File: src/rtl/raster_capture.sv
// raster_capture: captures one WIDTH x HEIGHT frame from a raster pixel
// stream (vsync / display-enable / pixel data) into frame memory via a
// registered write port. Capture starts on the first vsync falling edge
// after arm; write addresses come from a running line base plus x.
// Optional build macro: RASTER_CAPTURE_CONTINUOUS_EN -- after a frame (or a
// short-frame abort) the block re-enters WAIT_VSYNC instead of IDLE, so
// frames are captured back to back and busy stays high.
module raster_capture #(
  parameter int WIDTH  = 640,
  parameter int HEIGHT = 480,
  parameter int DEPTH  = 8,
  parameter int AW     = $clog2(WIDTH*HEIGHT)
) (
  input  logic             ClkPort,
  input  logic             reset_n,
  input  logic             pix_en,
  input  logic             vga_v_sync,
  input  logic             in_display,
  input  logic [DEPTH-1:0] pix_data,
  input  logic             arm,
  output logic             wr_en,
  output logic [AW-1:0]    wr_addr,
  output logic [DEPTH-1:0] wr_data,
  output logic             busy,
  output logic             frame_done,
  output logic             error
);

  // x must be able to hold WIDTH itself (a full line), y must hold HEIGHT
  localparam int XW = $clog2(WIDTH + 1);
  localparam int YW = $clog2(HEIGHT + 1);

  localparam logic [XW-1:0] X_END  = XW'(WIDTH);
  localparam logic [YW-1:0] Y_END  = YW'(HEIGHT);
  localparam logic [AW-1:0] STRIDE = AW'(WIDTH);

  typedef enum logic [1:0] {IDLE, WAIT_VSYNC, CAPTURE, DONE} state_t;

`ifdef RASTER_CAPTURE_CONTINUOUS_EN
  localparam state_t REST      = WAIT_VSYNC;
  localparam logic   REST_BUSY = 1'b1;
`else
  localparam state_t REST      = IDLE;
  localparam logic   REST_BUSY = 1'b0;
`endif

  state_t        state;
  logic [XW-1:0] x;
  logic [YW-1:0] y;
  logic [AW-1:0] line_base;
  logic          vs_prev;
  logic          de_prev;

  // Edges are judged against the values seen at the previous pix_en strobe
  logic          vs_fall;
  logic          de_fall;
  logic [YW-1:0] y_next;

  assign vs_fall = pix_en && vs_prev && !vga_v_sync;
  assign de_fall = pix_en && de_prev && !in_display;
  assign y_next  = y + YW'(1);

  // Capture FSM, stream edge history and all registered outputs
  always_ff @(posedge ClkPort) begin
    if (!reset_n) begin
      state      <= IDLE;
      x          <= '0;
      y          <= '0;
      line_base  <= '0;
      vs_prev    <= 1'b1;
      de_prev    <= 1'b0;
      wr_en      <= 1'b0;
      wr_addr    <= '0;
      wr_data    <= '0;
      busy       <= 1'b0;
      frame_done <= 1'b0;
      error      <= 1'b0;
    end else begin
      wr_en      <= 1'b0;
      frame_done <= 1'b0;

      // History is tracked in every state so a vsync already low at arm
      // time cannot masquerade as a fresh falling edge.
      if (pix_en) begin
        vs_prev <= vga_v_sync;
        de_prev <= in_display;
      end

      case (state)
        IDLE: begin
          if (arm) begin
            state     <= WAIT_VSYNC;
            busy      <= 1'b1;
            error     <= 1'b0;
            x         <= '0;
            y         <= '0;
            line_base <= '0;
          end
        end

        WAIT_VSYNC: begin
          if (vs_fall) begin
            state     <= CAPTURE;
            x         <= '0;
            y         <= '0;
            line_base <= '0;
          end
        end

        CAPTURE: begin
          if (de_fall) begin
            // Line end wins over a coincident vsync edge
            if (x != X_END) error <= 1'b1;
            x <= '0;
            y <= y_next;
            if (y_next == Y_END) begin
              state      <= DONE;
              frame_done <= 1'b1;
              busy       <= REST_BUSY;
            end else begin
              line_base <= line_base + STRIDE;
              if (vs_fall) begin
                error <= 1'b1;
                state <= REST;
                busy  <= REST_BUSY;
              end
            end
          end else if (vs_fall) begin
            // New frame started before all lines arrived
            error <= 1'b1;
            state <= REST;
            busy  <= REST_BUSY;
          end else if (pix_en && in_display) begin
            if (x < X_END) begin
              wr_en   <= 1'b1;
              wr_addr <= line_base + AW'(x);
              wr_data <= pix_data;
              x       <= x + XW'(1);
            end else begin
              error <= 1'b1;
            end
          end
        end

        DONE: begin
          state <= REST;
        end

        default: state <= IDLE;
      endcase
    end
  end

endmodule
File: config.mk
export PLATFORM = sky130hd
export DESIGN_NAME = raster_capture
export DESIGN_NICKNAME = d
export VERILOG_FILES = /design/src/rtl/raster_capture.sv
export SDC_FILE = /design/constraint.sdc
export NUM_CORES = 1
export LEC_CHECK = 0
export ABC_CLOCK_PERIOD_IN_PS = 2800
export BUFFER_PORTS_ARGS = -buffer_cell sky130_fd_sc_hd__clkbuf_2
export CAP_MARGIN = 30
export CORE_MARGIN = 2
export CORE_UTILIZATION = 47
export CTS_CLUSTER_SIZE = 8
export DETAILED_ROUTE_END_ITERATION = 16
export GPL_TIMING_DRIVEN = 0
export PLACE_DENSITY = 0.64
export RECOVER_POWER = 100
export SLEW_MARGIN = 40
export SYNTH_ARGS = -nofsm -noshare
export SYNTH_HDL_FRONTEND = slang
export SYNTH_SLANG_ARGS = --single-unit
File: constraint.sdc
create_clock -name ClkPort -period 2.8 [get_ports ClkPort]
set_clock_uncertainty 0.15 [all_clocks]
set_input_delay 0.14 -clock ClkPort [delete_from_list [all_inputs] [get_ports ClkPort]]
set_output_delay 0.14 -clock ClkPort [all_outputs]
set_load 0.005 [all_outputs]
==> results of run 1 <==
## worst reg2reg max path, cell delays in order (launching register included)
cell	delay, ns
sky130_fd_sc_hd__dfxtp_1	0.45
sky130_fd_sc_hd__ha_1	0.18
sky130_fd_sc_hd__buf_1	0.34
sky130_fd_sc_hd__nand4b_1	0.16
sky130_fd_sc_hd__a311oi_1	0.44
sky130_fd_sc_hd__nand3_1	0.19
sky130_fd_sc_hd__clkbuf_2	0.24
sky130_fd_sc_hd__nor3b_1	0.19
sky130_fd_sc_hd__mux2i_1	0.12
## per-stage QoR
step                hold slack, ns   util  total power, uW
global route                0.0442  0.571             2120
finish                      0.0164  0.571             2050
CTS                        0.00458  0.579             2070
global placement             0.216  0.526             1080
detailed placement           0.222  0.526             1080
floorplan                    0.118      -             1050
## layer usage
layer,global-route usage,vias to the layer above
met4,0.0866,0
met3,0.0352,8
li1,-,1533
met2,0.355,53
met1,0.272,1403
met5,0,-
## placed cells by master (no fill, tap or decap), types with 6 or more instances in the layout
cell                             n
sky130_fd_sc_hd__xnor2_1        10
sky130_fd_sc_hd__clkbuf_8        9
sky130_fd_sc_hd__dlygate4sd3_1  12
sky130_fd_sc_hd__a211oi_1        8
sky130_fd_sc_hd__ha_1            7
sky130_fd_sc_hd__nand4_1         7
sky130_fd_sc_hd__clkbuf_1       28
sky130_fd_sc_hd__o21ai_0        15
sky130_fd_sc_hd__clkbuf_2       30
sky130_fd_sc_hd__inv_1          10
sky130_fd_sc_hd__nand2b_1        6
sky130_fd_sc_hd__nand3_1        19
sky130_fd_sc_hd__a21oi_1        47
sky130_fd_sc_hd__a21o_1          8
sky130_fd_sc_hd__nor2_1         37
sky130_fd_sc_hd__nand2_1        61
sky130_fd_sc_hd__dfxtp_1        66
sky130_fd_sc_hd__nor3_1          9
sky130_fd_sc_hd__xor2_1          8
## worst min-delay path by stage
stage                             end  depth (start not counted)        start  slack, ns
final                     wr_addr[15]                          3      reset_n       0.02
after CTS                 wr_addr[15]                          3      reset_n      0.005
after floorplan               vs_prev                          2   vga_v_sync       0.12
after global placement     wr_data[4]                          3  pix_data[4]       0.22
after global routing      wr_addr[15]                          3      reset_n       0.04
after detailed placement   wr_data[4]                          3  pix_data[4]       0.22
## registers in the layout, indices dropped and copies added, names as in the netlist
name / cells
wr_en: 1
y: 9
wr_data: 8
busy: 1
state: 2
line_base: 12
vs_prev: 1
wr_addr: 19
frame_done: 1
x: 10
de_prev: 1
error: 1
## repair_timing
item / 4_1_cts / 5_1_grt
hold endpoints to repair: 11 / 0
resized for setup: 0 / 0
hold buffers: 12 / 0
## cells in the mapped netlist (5+ instances only)
| cell type | instances | share of area |
|---|---|---|
| sky130_fd_sc_hd__dfxtp_1 | 66 | 0.41 |
| sky130_fd_sc_hd__nand2_1 | 61 | 0.071 |
| sky130_fd_sc_hd__a21oi_1 | 47 | 0.073 |
| sky130_fd_sc_hd__nor2_1 | 37 | 0.043 |
| sky130_fd_sc_hd__nand3_1 | 18 | 0.028 |
| sky130_fd_sc_hd__o21ai_0 | 15 | 0.023 |
| sky130_fd_sc_hd__clkbuf_1 | 13 | 0.015 |
| sky130_fd_sc_hd__inv_1 | 10 | 0.012 |
| sky130_fd_sc_hd__xnor2_1 | 10 | 0.027 |
| sky130_fd_sc_hd__nor3_1 | 9 | 0.014 |
| sky130_fd_sc_hd__a211oi_1 | 8 | 0.019 |
| sky130_fd_sc_hd__a21o_1 | 8 | 0.019 |
| sky130_fd_sc_hd__xor2_1 | 8 | 0.022 |
| sky130_fd_sc_hd__ha_1 | 7 | 0.027 |
| sky130_fd_sc_hd__nand4_1 | 7 | 0.014 |
| sky130_fd_sc_hd__nand2b_1 | 6 | 0.012 |
| sky130_fd_sc_hd__buf_2 | 5 | 0.0078 |
## area by class of cell
class | count | area, um2
fillers | 649 | 2880
multi-input cells | 299 | 1720
flip-flops and latches | 66 | 1320
repair buffers | 55 | 318
clock buffers | 9 | 124
clock inverters | 7 | 116
well taps | 80 | 100
plain buffers | 23 | 92.6
inverters | 11 | 41.3
## power groups by stage
| stage | clock network, uW | logic [uW] | registers [uW] |
|---|---|---|---|
| 2_1_floorplan | 0 | 70.4 | 976 |
| 3_3_place_gp | 0 | 104 | 977 |
| 3_5_place_dp | 0 | 105 | 977 |
| 4_1_cts | 997 | 120 | 955 |
| 5_1_grt | 1040 | 129 | 957 |
| 6_report | 974 | 117 | 955 |
## kinds of logic (layout without fill, tap and decap cells)
kind of cell	Yosys count	after routing	share of synthesized area
fa+ha+maj	7	7	0.0272
buf+inv	34	105	0.0440
flops	66	66	0.411
mux	3	3	0.00973
simple gates	170	170	0.256
compound gates	101	101	0.204
xor+xnor	18	18	0.0490
==> flow_results.org, run 1 <==
** Critical path
- Worst reg-to-reg setup slack :: ~0.24 ns
- Measured in cells, the most critical reg-to-reg path has a length of 8.
- The critical path runs through a total of 8 cells.
- Data arrival time of the worst path :: 2.63 ns
- At the worst endpoint, the required time is around 2.9 ns.
- The kind of cell with the highest combined delay along the critical path is buffers and inverters.
- Of all nets on the critical path, the largest fanout is 10.
- The critical path goes through ha_1 -> buf_1 -> nand4b_1 -> a311oi_1 -> nand3_1 -> clkbuf_2 -> nor3b_1 -> mux2i_1.
- The most critical setup path has its endpoint at line_base[9].
- Counting both buffers and inverters, the worst setup path holds a total of 2.
- The largest individual stage delay along the critical path comes from the cell sky130_fd_sc_hd__dfxtp_1.
- Biggest cell delay along the critical path :: 0.45 ns
- The worst register-to-register path begins at y[0].
- Worst setup SP type :: flip-flop
- CP startpoint :: y[0]
- Critical path type :: reg2reg
- In this run the critical register-to-register path is captured at line_base[9].
- The worst setup path is captured at a flip-flop.

** Power and ir drop
- Pwr/cell area :: 533 mW/mm2
- Net Sw Frac :: 0.225
- Sequential fraction of design power :: 0.467
- P_leak :: 0.00136 uW
- Maximum VDD drop :: 0.000228 V
- Summed over all nets, the switching power comes to approximately 460 uW.
- Of the total power, combinational logic draws 0.057.
- Internal power comes to 1590 uW.
- The share of total power dissipated in the clock network is 0.476.

** Timing
- Setup repair after global routing left no endpoint under its margin.
- Count of final hold-check violations :: 0
- Fin Setup TNS :: 0 ns
- FMAX :: 390 MHz
- Remaining max-slew budget at the tightest pin :: 0.552
- The worst path meets setup with 0.237 ns of slack.
- Setup violations remaining at the end of the flow were counted as 0.
- Transition time at the pin with the least slew margin :: 0.667 ns
- Part of the cycle the worst path needs :: 0.916
- The routed design could run at a clock period as short as roughly 2.6 ns.
- Total count of max-transition violations in the final report :: 0

** Clock network
- TritonCTS built the clock tree.
- H-tree Lvls :: 3
- Clock latency reported for the late side of the worst-skew pair :: roughly 0.34 ns
- Clock sink count :: 66
- Post-CTS setup buffer count :: 0
- TritonCTS buffer count :: 9
- The tree is rooted in a sky130_fd_sc_hd__clkbuf_8.
- Maximum count of clock buffers along a single path :: 2
- After clock tree synthesis, the clock-pin slew on the worst setup and hold paths is 0.07 ns.

** Floorplanning
- The initialized floorplan defines 30 standard-cell rows.
- Die extent in x :: 86.7 um
- Height of the chip :: 86.7 um
- Pin placement for this block handled 45 I/O pins.
- Initial cell density of the core :: 0.479
- Die footprint :: 0.00752 mm2
- The floorplan step defined a core boundary enclosing 0.00672 mm2.

** Routing
- After detailed routing, the number of vias per cell comes to 5.45.
- First DRT Iteration DRCs :: 129
- In the routed design, unresolved DRC markers number 0.
- Summed over all nets, wire length on met3 after detailed routing comes to 279 um.
- Detailed-routing iteration count for the pre-antenna-repair pass :: 4
- For this block, the routed nets add up to 7.71 mm of wire.
- Summed over all nets, wire length on met2 after detailed routing comes to 3.67 mm.
- For this block, wires on met1 add up to ~3.7 mm.
- The highest layer touched by signal routing is met4.
- Summing over every cut layer, the via total after detailed routing is 2997.
- The count of nets left with antenna violations once routing finished came out at 0.
- Dividing the detail-routed wire length by the instance count gives between 10 and 15 um.

** Synthesis
- Netlist area before placement :: 0.00322 mm2
- In this run, synthesis inferred 0 flip-flops with an integrated enable.
- Yosys printed 0 warnings.
- Fraction of registers with async set/reset :: 0
- The share of the Yosys chip area taken by registers is 0.411.
- Synthesis instantiated 50 different standard cells from the library.
- In this run, synthesis produced a sequential element count of 66.
- Synthesis produced approximately 400 cells.
- Syn_area_per_cell :: ~8.1 um2
- Most used flip-flop cell after synthesis :: sky130_fd_sc_hd__dfxtp_1
- When the netlist entered floorplanning its net count stood at 420.

** Place
- Input/output buffers :: 43
- After legalization and detailed placement, the total HPWL measured 5.36 mm.
- Routability-driven placement finished with a final weighted congestion of between 0.8 and 0.9.
- After detailed placement, the total cell area comes to 0.00353 mm2.
- Worst slack at placement :: between 0.2 and 0.3 ns
- Total instance count after detailed placement :: approximately 520

** Global route
- The number of antenna violations at the first check in global routing came to 0.
- Global-route wire length before repair :: 12.8 mm
- Via count of the first global-routing pass :: 2779
- Global route total overflow :: 0
- Entering global routing, the biggest net connects 13 pins.
- Global-route usage over all layers :: 0.212

** Cells and area
- The repair_antennas step left the layout with diodes totalling 0.
- Of the cells placed in the final design, the portion with a size suffix greater than 1 is 0.126.
- Finished Layout Cells :: 550
- Number of nets at the end of the flow :: ~490
- The finished cells cover ~0.0038 mm2.
- Synth-to-layout area growth :: 19.3%

** Job
- Number of violations of the max-capacitance limit :: 0

** Outcome
- Run status :: finished, final reports clean

** Worst hold path
- The tightest min-delay check is of the in2reg type.
Power figures use the tool's default switching activity.
==> run 2: changes to the inputs <==
--- a/config.mk
+++ b/config.mk
@@ -8,6 +8,7 @@
 export ABC_CLOCK_PERIOD_IN_PS = 2800
 export BUFFER_PORTS_ARGS = -buffer_cell sky130_fd_sc_hd__clkbuf_2
 export CAP_MARGIN = 30
+export CORE_ASPECT_RATIO = 0.9
 export CORE_MARGIN = 2
 export CORE_UTILIZATION = 47
 export CTS_CLUSTER_SIZE = 8
==> flow_results.org, run 2 (synthesized netlist as in run 1, its figures left out) <==
** Routing
- Remaining antenna violation count after routing :: 0
- After detailed routing, the number of remaining DRC violations is 0.
- For this block, the via count after detailed routing is 2980.
- Routed Wire Length :: 7.63 mm
- Dividing the detail-routed via count by the number of cells gives 5.30.
- Detailed-routing iteration count for the pre-antenna-repair pass :: 4
- First DRT Iteration DRCs :: roughly 150
- Post-detailed-route wirelength per cell :: 13.6 um

** Place
- The congestion estimate from routability-driven global placement came to 0.870.
- Input/output buffers :: 43
- Post-detail-place hpwl :: 5.36 mm

** Floorplanning
- From bottom edge to top edge, the die measures 82.5 um.
- Pin placement for this block handled 45 I/O pins.
- Initial cell density of the core :: 0.488
- In this run the core area contains 28 standard-cell rows.
- Placeable core region :: 0.00659 mm2
- The floorplan step defined a die boundary enclosing 0.00752 mm2.
- The floorplan step set the die width to slightly above 90 um.

** Clock network
- Maximum count of clock buffers along a single path :: 2
- For the worst-skew pair, the clock arrives at the later sink with an insertion delay of 0.34 ns.
- Clock tree synthesis inserted a total of 9 buffers.
- The cell sitting at the root of the clock tree is a sky130_fd_sc_hd__clkbuf_8.
- Clk pin slew, worst setup/hold paths :: 0.07 ns
- TritonCTS built the clock tree.
- The clock net in this run drives a total of 66 sinks.
- The H-tree was split into 3 levels.

** Critical path
- Among the stages of the critical path, the cell type that occurs most often is sky130_fd_sc_hd__clkbuf_1.
- The setup path with the least slack is of type reg2reg.
- For the worst setup path, the data arrival time is 2.70 ns.
- Worst setup SP type :: flip-flop
- Critical path buffers and inverters :: 2
- The startpoint identified for the worst register-to-register timing path is y[0].
- Worst reg-to-reg setup slack :: between 0.15 and 0.2 ns
- Walking the worst path, the cells encountered are ha_1 -> clkbuf_1 -> nand4b_1 -> a311oi_1 -> nand3_1 -> clkbuf_1 -> a31o_2.
- Length in cells of the worst reg-to-reg path :: 7
- Critical path capture point type :: flip-flop
- Required @ worst endpoint :: 2.89 ns
- Capture point of the worst reg-to-reg path :: line_base[11]
- Of all nets on the critical path, the largest fanout is 10.
- For this design, the slowest cell found on the critical path is sky130_fd_sc_hd__a311oi_1.
- On the worst path, the slowest cell contributes a delay of 0.48 ns.
- The cell family contributing the most delay on the critical path is compound AO/OA/AOI/OAI gates.

** Power and ir drop
- Pwr/cell area :: about 490 mW/mm2
- For this design the static power due to leakage is 0.00135 uW.
- The worst-case IR drop observed on VDD is 0.000230 V.

** Timing
- Worst Hold Slack :: 0.228 ns
- Count of endpoints failing setup in the final report :: 0
- Fin Setup TNS :: 0 ns
- Total count of max-transition violations in the final report :: 0
- The number of hold violations in the final report is 0.
- The worst pin sits at a relative slew slack of 0.559.
- At the pin with the least slew margin, the transition time is 0.656 ns.
- Post-layout min period :: roughly 2.6 ns
- In the finished design, the share of the clock period the worst path needs comes to 0.932.
- RSZ-0062 raised after global routing :: no
- Static timing analysis puts the maximum clock frequency at about 380 MHz.

** Cells and area
- Commonest cells after routing, fill and taps aside :: sky130_fd_sc_hd__dfxtp_1 (66), sky130_fd_sc_hd__nand2_1 (61), sky130_fd_sc_hd__a21oi_1 (47)
- The register with the most flip-flops in the final layout is wr_addr.
- Leaving out fill and tap cells, the most frequent cell in the layout is sky130_fd_sc_hd__dfxtp_1.
- Share of final-layout standard cells stronger than drive strength 1 :: 0.121
- Number of nets at the end of the flow :: 488
- Fill cells in the final layout number approximately 640.
- Synth-to-layout area growth :: 19.5%
- Flip-flop count of the largest register, all copies and words added :: 19
- Top Registers :: wr_addr: 19 flops, line_base: 12 flops, x: 10 flops
- The number of antenna diodes in the final layout is 0.

** Global route
- For this run, the total global-route usage over all layers was measured as 0.213.
- The number of global-route vias before repair is 2704.
- Initial antenna violation count :: 0
- Global route total overflow :: 0
- The first global-routing pass estimated 12.7 mm of wire.
- Maximum number of pins on one net before global-route repair :: 13

** Worst hold path
- Worst hold path cell count :: 4
- Hold wc startpoint :: in_display
- The path with the worst hold slack has its endpoint at busy.
- Worst min path class :: in2reg

** Outcome
- The flow ran to the end, and the final reports show no timing, DRC or antenna violations.

** Job
- Number of violations of the max-capacitance limit :: 0
[run 2: cell type report]
type | count | area (um2) | share of cell area
Sequential cell | 66 | 1320 | 0.344
Clock inverter | 6 | 65.1 | 0.0169
Buffer | 23 | 92.6 | 0.0241
Multi-Input combinational cell | 299 | 1740 | 0.452
Inverter | 11 | 41.3 | 0.0107
Clock buffer | 10 | 138 | 0.0358
Timing Repair Buffer | 57 | 334 | 0.0870
Tap cell | 90 | 113 | 0.0293
[run 2: metrics by stage]
step / total power (uW) / setup WS, ns / instance area [um2] / util / instances
floorplan: 1050 / 0.689 / 3220 / - / 399
global placement: 1080 / 0.309 / 3540 / 0.538 / 532
detailed placement: 1080 / 0.272 / 3540 / 0.538 / 532
CTS: 1920 / 0.254 / 3890 / 0.590 / 562
global route: 1970 / 0.0181 / 3840 / 0.583 / 562
finish: 1890 / 0.190 / 3840 / 0.583 / 562
[run 2: timing repair]
action,in CTS,in global routing
endpoints found under the hold margin,12,0
resized for setup,0,0
hold buffers,14,0
buffers inserted,0,0
[run 2: per-layer routing]
metal,track usage,wire length [um],vias up
met5,0,0,-
met3,0.0590,316,4
met2,0.359,3610,60
met4,0.0561,20,0
li1,-,-,1541
met1,0.273,3690,1375
[run 2: power breakdown]
group          internal (uW)  total [uW]  switching, uW  leakage [uW]
logic                   49.4         118           69.0      0.000711
clock network            437         816            380      0.000103
registers                947         956           9.08      0.000533
[run 2: tightest hold or removal path: cells and delay by family]
kind | cells | cell delay, ns
simple gates | 2 | 0.32
compound gates | 1 | 0.14
buf+inv | 1 | 0.10
[run 2: how the worst max path moves through the flow]
stage	from	endpoint	depth (start not counted)
6_report	y[0]	line_base[11]	7
4_1_cts	y[0]	line_base[13]	9
5_1_grt	y[0]	line_base[16]	8
3_3_place_gp	y[0]	line_base[13]	9
2_1_floorplan	y[0]	line_base[13]	9
3_5_place_dp	y[0]	line_base[13]	9
==> run 3: changes to the inputs <==
--- a/config.mk
+++ b/config.mk
@@ -5,16 +5,18 @@
 export SDC_FILE = /design/constraint.sdc
 export NUM_CORES = 1
 export LEC_CHECK = 0
-export ABC_CLOCK_PERIOD_IN_PS = 2800
+export ABC_AREA = 1
 export BUFFER_PORTS_ARGS = -buffer_cell sky130_fd_sc_hd__clkbuf_2
 export CAP_MARGIN = 30
+export CELL_PAD_IN_SITES_DETAIL_PLACEMENT = 0
+export CELL_PAD_IN_SITES_GLOBAL_PLACEMENT = 2
 export CORE_ASPECT_RATIO = 0.9
 export CORE_MARGIN = 2
-export CORE_UTILIZATION = 47
+export CORE_UTILIZATION = 32
 export CTS_CLUSTER_SIZE = 8
 export DETAILED_ROUTE_END_ITERATION = 16
 export GPL_TIMING_DRIVEN = 0
-export PLACE_DENSITY = 0.64
+export PLACE_DENSITY = 0.76
 export RECOVER_POWER = 100
 export SLEW_MARGIN = 40
 export SYNTH_ARGS = -nofsm -noshare
==> flow_results.org, run 3 <==
** Power and ir drop
- The worst-case IR drop observed on VDD is 0.000336 V.
- Pwr/cell area :: between 500 and 600 mW/mm2
- P_leak :: 0.00164 uW

** Global route
- Global-route wire length before repair :: 15.3 mm
- After global routing the overflow that remains totals 0.
- The number of antenna violations at the first check in global routing came to 0.
- Global-route usage over all layers :: 0.173
- Via count of the first global-routing pass :: a little over 3000
- Entering global routing, the biggest net connects 11 pins.

** Place
- Input/output buffers :: 44
- Worst slack at placement :: 0.705 ns
- Total instance count after detailed placement :: 650
- Post-detail-place hpwl :: about 7.0 mm
- GPL Wtd Cong :: 0.768

** Cells and area
- The library cell used most frequently in the layout, excluding fill and tap cells, is sky130_fd_sc_hd__nand2_1.
- The largest registers in the layout are wr_addr: 19 flops, line_base: 12 flops, x: 10 flops.
- Flip-flop count of the largest register, all copies and words added :: 19
- For this run, the share of the core covered by cells in the final layout is 0.400.
- Compared with the post-synthesis result, the final layout area differs by 21.9%.
- Commonest cells after routing, fill and taps aside :: sky130_fd_sc_hd__nand2_1 (87), sky130_fd_sc_hd__nor2_1 (68), sky130_fd_sc_hd__dfxtp_1 (66)
- The net count of the finished layout is 566.
- Finished Layout Cells :: 677
- # fillers :: about 1100
- Largest register by flop count :: wr_addr
- Share of final-layout standard cells stronger than drive strength 1 :: 0.120
- 0 antenna diodes ended up in the layout.

** Synthesis
- Synthesized Nets :: ~500
- After synthesis the cells add up to 0.00336 mm2.
- #FFs+latches synth :: 66
- Warnings from Yosys :: 0
- Instance count of the mapped netlist :: 477
- For this run, the leading register cell type out of synthesis is sky130_fd_sc_hd__dfxtp_1.
- Most instantiated library cell after synthesis :: sky130_fd_sc_hd__nand2_1
- After synthesis, the mean cell area works out to 7.05 um2.
- Yosys cell types :: 33
- Counting flops with a built-in enable in the synthesized netlist gives 0.
- Ranked by instance count, the synthesized netlist is headed by sky130_fd_sc_hd__nand2_1 (86), sky130_fd_sc_hd__dfxtp_1 (66), sky130_fd_sc_hd__nor2_1 (65).
- Top cells by area in the synthesized netlist :: sky130_fd_sc_hd__dfxtp_1 (39%), sky130_fd_sc_hd__nand2_1 (9.6%), sky130_fd_sc_hd__nor2_1 (7.3%), sky130_fd_sc_hd__o21ai_0 (6.4%), sky130_fd_sc_hd__inv_1 (5.5%)
- Register area share after synthesis :: 0.393
- Fraction of registers with async set/reset :: 0
- Synth top area share :: 0.393
- Synth area leader :: sky130_fd_sc_hd__dfxtp_1

** Routing
- For this run, the detailed router's first-pass iteration total came to 4.
- Routed Wire Length :: 9.36 mm
- Drt drc :: 0
- First DRT Iteration DRCs :: 159
- Once detail routing completed, the nets flagged for antenna violations numbered 0.
- The detailed router placed 3202 vias in this run.
- Dividing the detail-routed via count by the number of cells gives 4.73.
- Dividing the detail-routed wire length by the instance count gives 13.8 um.

** Critical path
- In this run the worst path has a maximum fanout of 10.
- Worst setup SP type :: primary input
- Critical path capture point type :: flip-flop
- Critical path type :: in2reg
- For the worst setup path, the data required time is ~2.9 ns.
- Data on the critical path arrives at its endpoint at approximately 2.5 ns.

** Floorplanning
- Height of the chip :: 101 um
- The floorplan step defined a die boundary enclosing around 0.011 mm2.
- The core region is 0.0102 mm2.
- Core Rows :: 35
- 45 I/O pins were placed.
- The floorplan step set the die width to 112 um.
- For this configuration, the core starts out at a cell density of 0.328.

** Timing
- Count of final hold-check violations :: 0
- Setup violations remaining at the end of the flow were counted as 0.
- Subtracting the final worst setup slack from the clock period gives 2.33 ns.
- The max-slew violation count came to 0.
- Worst Hold Slack :: 0.0226 ns
- Worst Slack Setup Final :: 0.474 ns
- The worst pin sits at a relative slew slack of 0.543.
- FMAX :: 430 MHz
- Summed over all failing endpoints, the final setup total negative slack is 0 ns.
- At the pin with the least slew margin, the transition time is 0.683 ns.
- Part of the cycle the worst path needs :: 0.831
- RSZ-0062 raised after global routing :: no

** Outcome
- Run status :: finished, final reports clean

** Clock network
- Clock tree synthesis inserted a total of 9 buffers.
- The root buffer cell chosen for the clock tree is sky130_fd_sc_hd__clkbuf_16.
- Clock-pin slew was measured on the worst setup and hold paths at 0.05 ns.
- H-tree Lvls :: 3
- TritonCTS built the clock tree.
- Clock sink count :: 66
- Buffers added to address setup during post-CTS repair amount to 0.
- Maximum count of clock buffers along a single path :: 2
- Clock latency reported for the late side of the worst-skew pair :: 0.34 ns

** Job
- Max-cap violations in this run came to 0.

** Worst hold path
- Worst min path class :: in2reg
==> run 3: cell count changes after synthesis, moves of 9 or more <==
cell and delta:
sky130_fd_sc_hd__nand2_2 +15, sky130_fd_sc_hd__nand2_1 +25, sky130_fd_sc_hd__nand3_1 +18, sky130_fd_sc_hd__a21oi_2 +9, sky130_fd_sc_hd__inv_1 +39, sky130_fd_sc_hd__a21oi_1 -17, sky130_fd_sc_hd__o21ai_0 +28, sky130_fd_sc_hd__nor2_1 +28
==> run 3: timing repair <==
action                    4_1_cts  5_1_grt
hold endpoints to repair       10        0
hold buffers                   13        0
gates resized for setup         0        0
==> run 3: cells by family (layout without fill, tap and decap cells) <==
kind of cell / after synthesis / count (layout) / share of synthesized area
XOR/XNOR: 13 / 13 / 0.0339
AO/OA/AOI/OAI: 92 / 92 / 0.154
AND/OR/NAND/NOR: 231 / 231 / 0.311
buffers and inverters: 68 / 139 / 0.0819
adder cells (fa/ha/maj): 7 / 7 / 0.0261
flip-flops: 66 / 66 / 0.393
==> run 3: critical path: stages <==
cell                            delay (ns)
sky130_fd_sc_hd__dlygate4sd3_1        0.52
sky130_fd_sc_hd__clkbuf_2             0.09
sky130_fd_sc_hd__inv_1                0.04
sky130_fd_sc_hd__nand3_1              0.18
sky130_fd_sc_hd__nand3b_1             0.17
sky130_fd_sc_hd__nor2_1               0.56
sky130_fd_sc_hd__clkbuf_1             0.48
sky130_fd_sc_hd__o21ai_0              0.14
sky130_fd_sc_hd__nor2_1               0.12
==> run 3: report_power, final <==
group / internal (uW) / total [uW] / switching [uW]
Clock: 724 / 1130 / 407
Combinational: 66.3 / 192 / 125
Sequential: 955 / 965 / 10.1
Total: 1740 / 2290 / 543
==> run 3: through the flow <==
stage / instance area, um2 / total power, uW
2_1_floorplan: 3360 / 1100
3_3_place_gp: 3740 / 1170
3_5_place_dp: 3740 / 1170
4_1_cts: 4170 / 2330
5_1_grt: 4100 / 2380
6_report: 4100 / 2290
==> run 3: cell type report <==
type	count	area (um2)	area share
buffer	17	82.6	0.0202
clock buffer	11	253	0.0617
clock inverter	3	40.0	0.00977
inverter	51	191	0.0467
multi-input combinational	343	1730	0.422
sequential	66	1320	0.322
tap	129	161	0.0394
timing repair buffer	57	320	0.0782
==> run 3: layer usage <==
metal  track usage  routed length (um)
met1         0.234                4890
met2         0.271                4110
met3        0.0371                 290
met4        0.0675                  70
met5             0                   0
==> run 3: worst paths after layout <==
kind                      start             to  slack (ns)  cells after the start
setup reg to reg           x[7]     wr_data[5]        0.49                      6
setup / recovery     vga_v_sync     wr_data[5]        0.47                      9
hold / removal              arm       state[0]        0.02                      3
hold reg to reg   line_base[17]  line_base[17]        0.34                      2
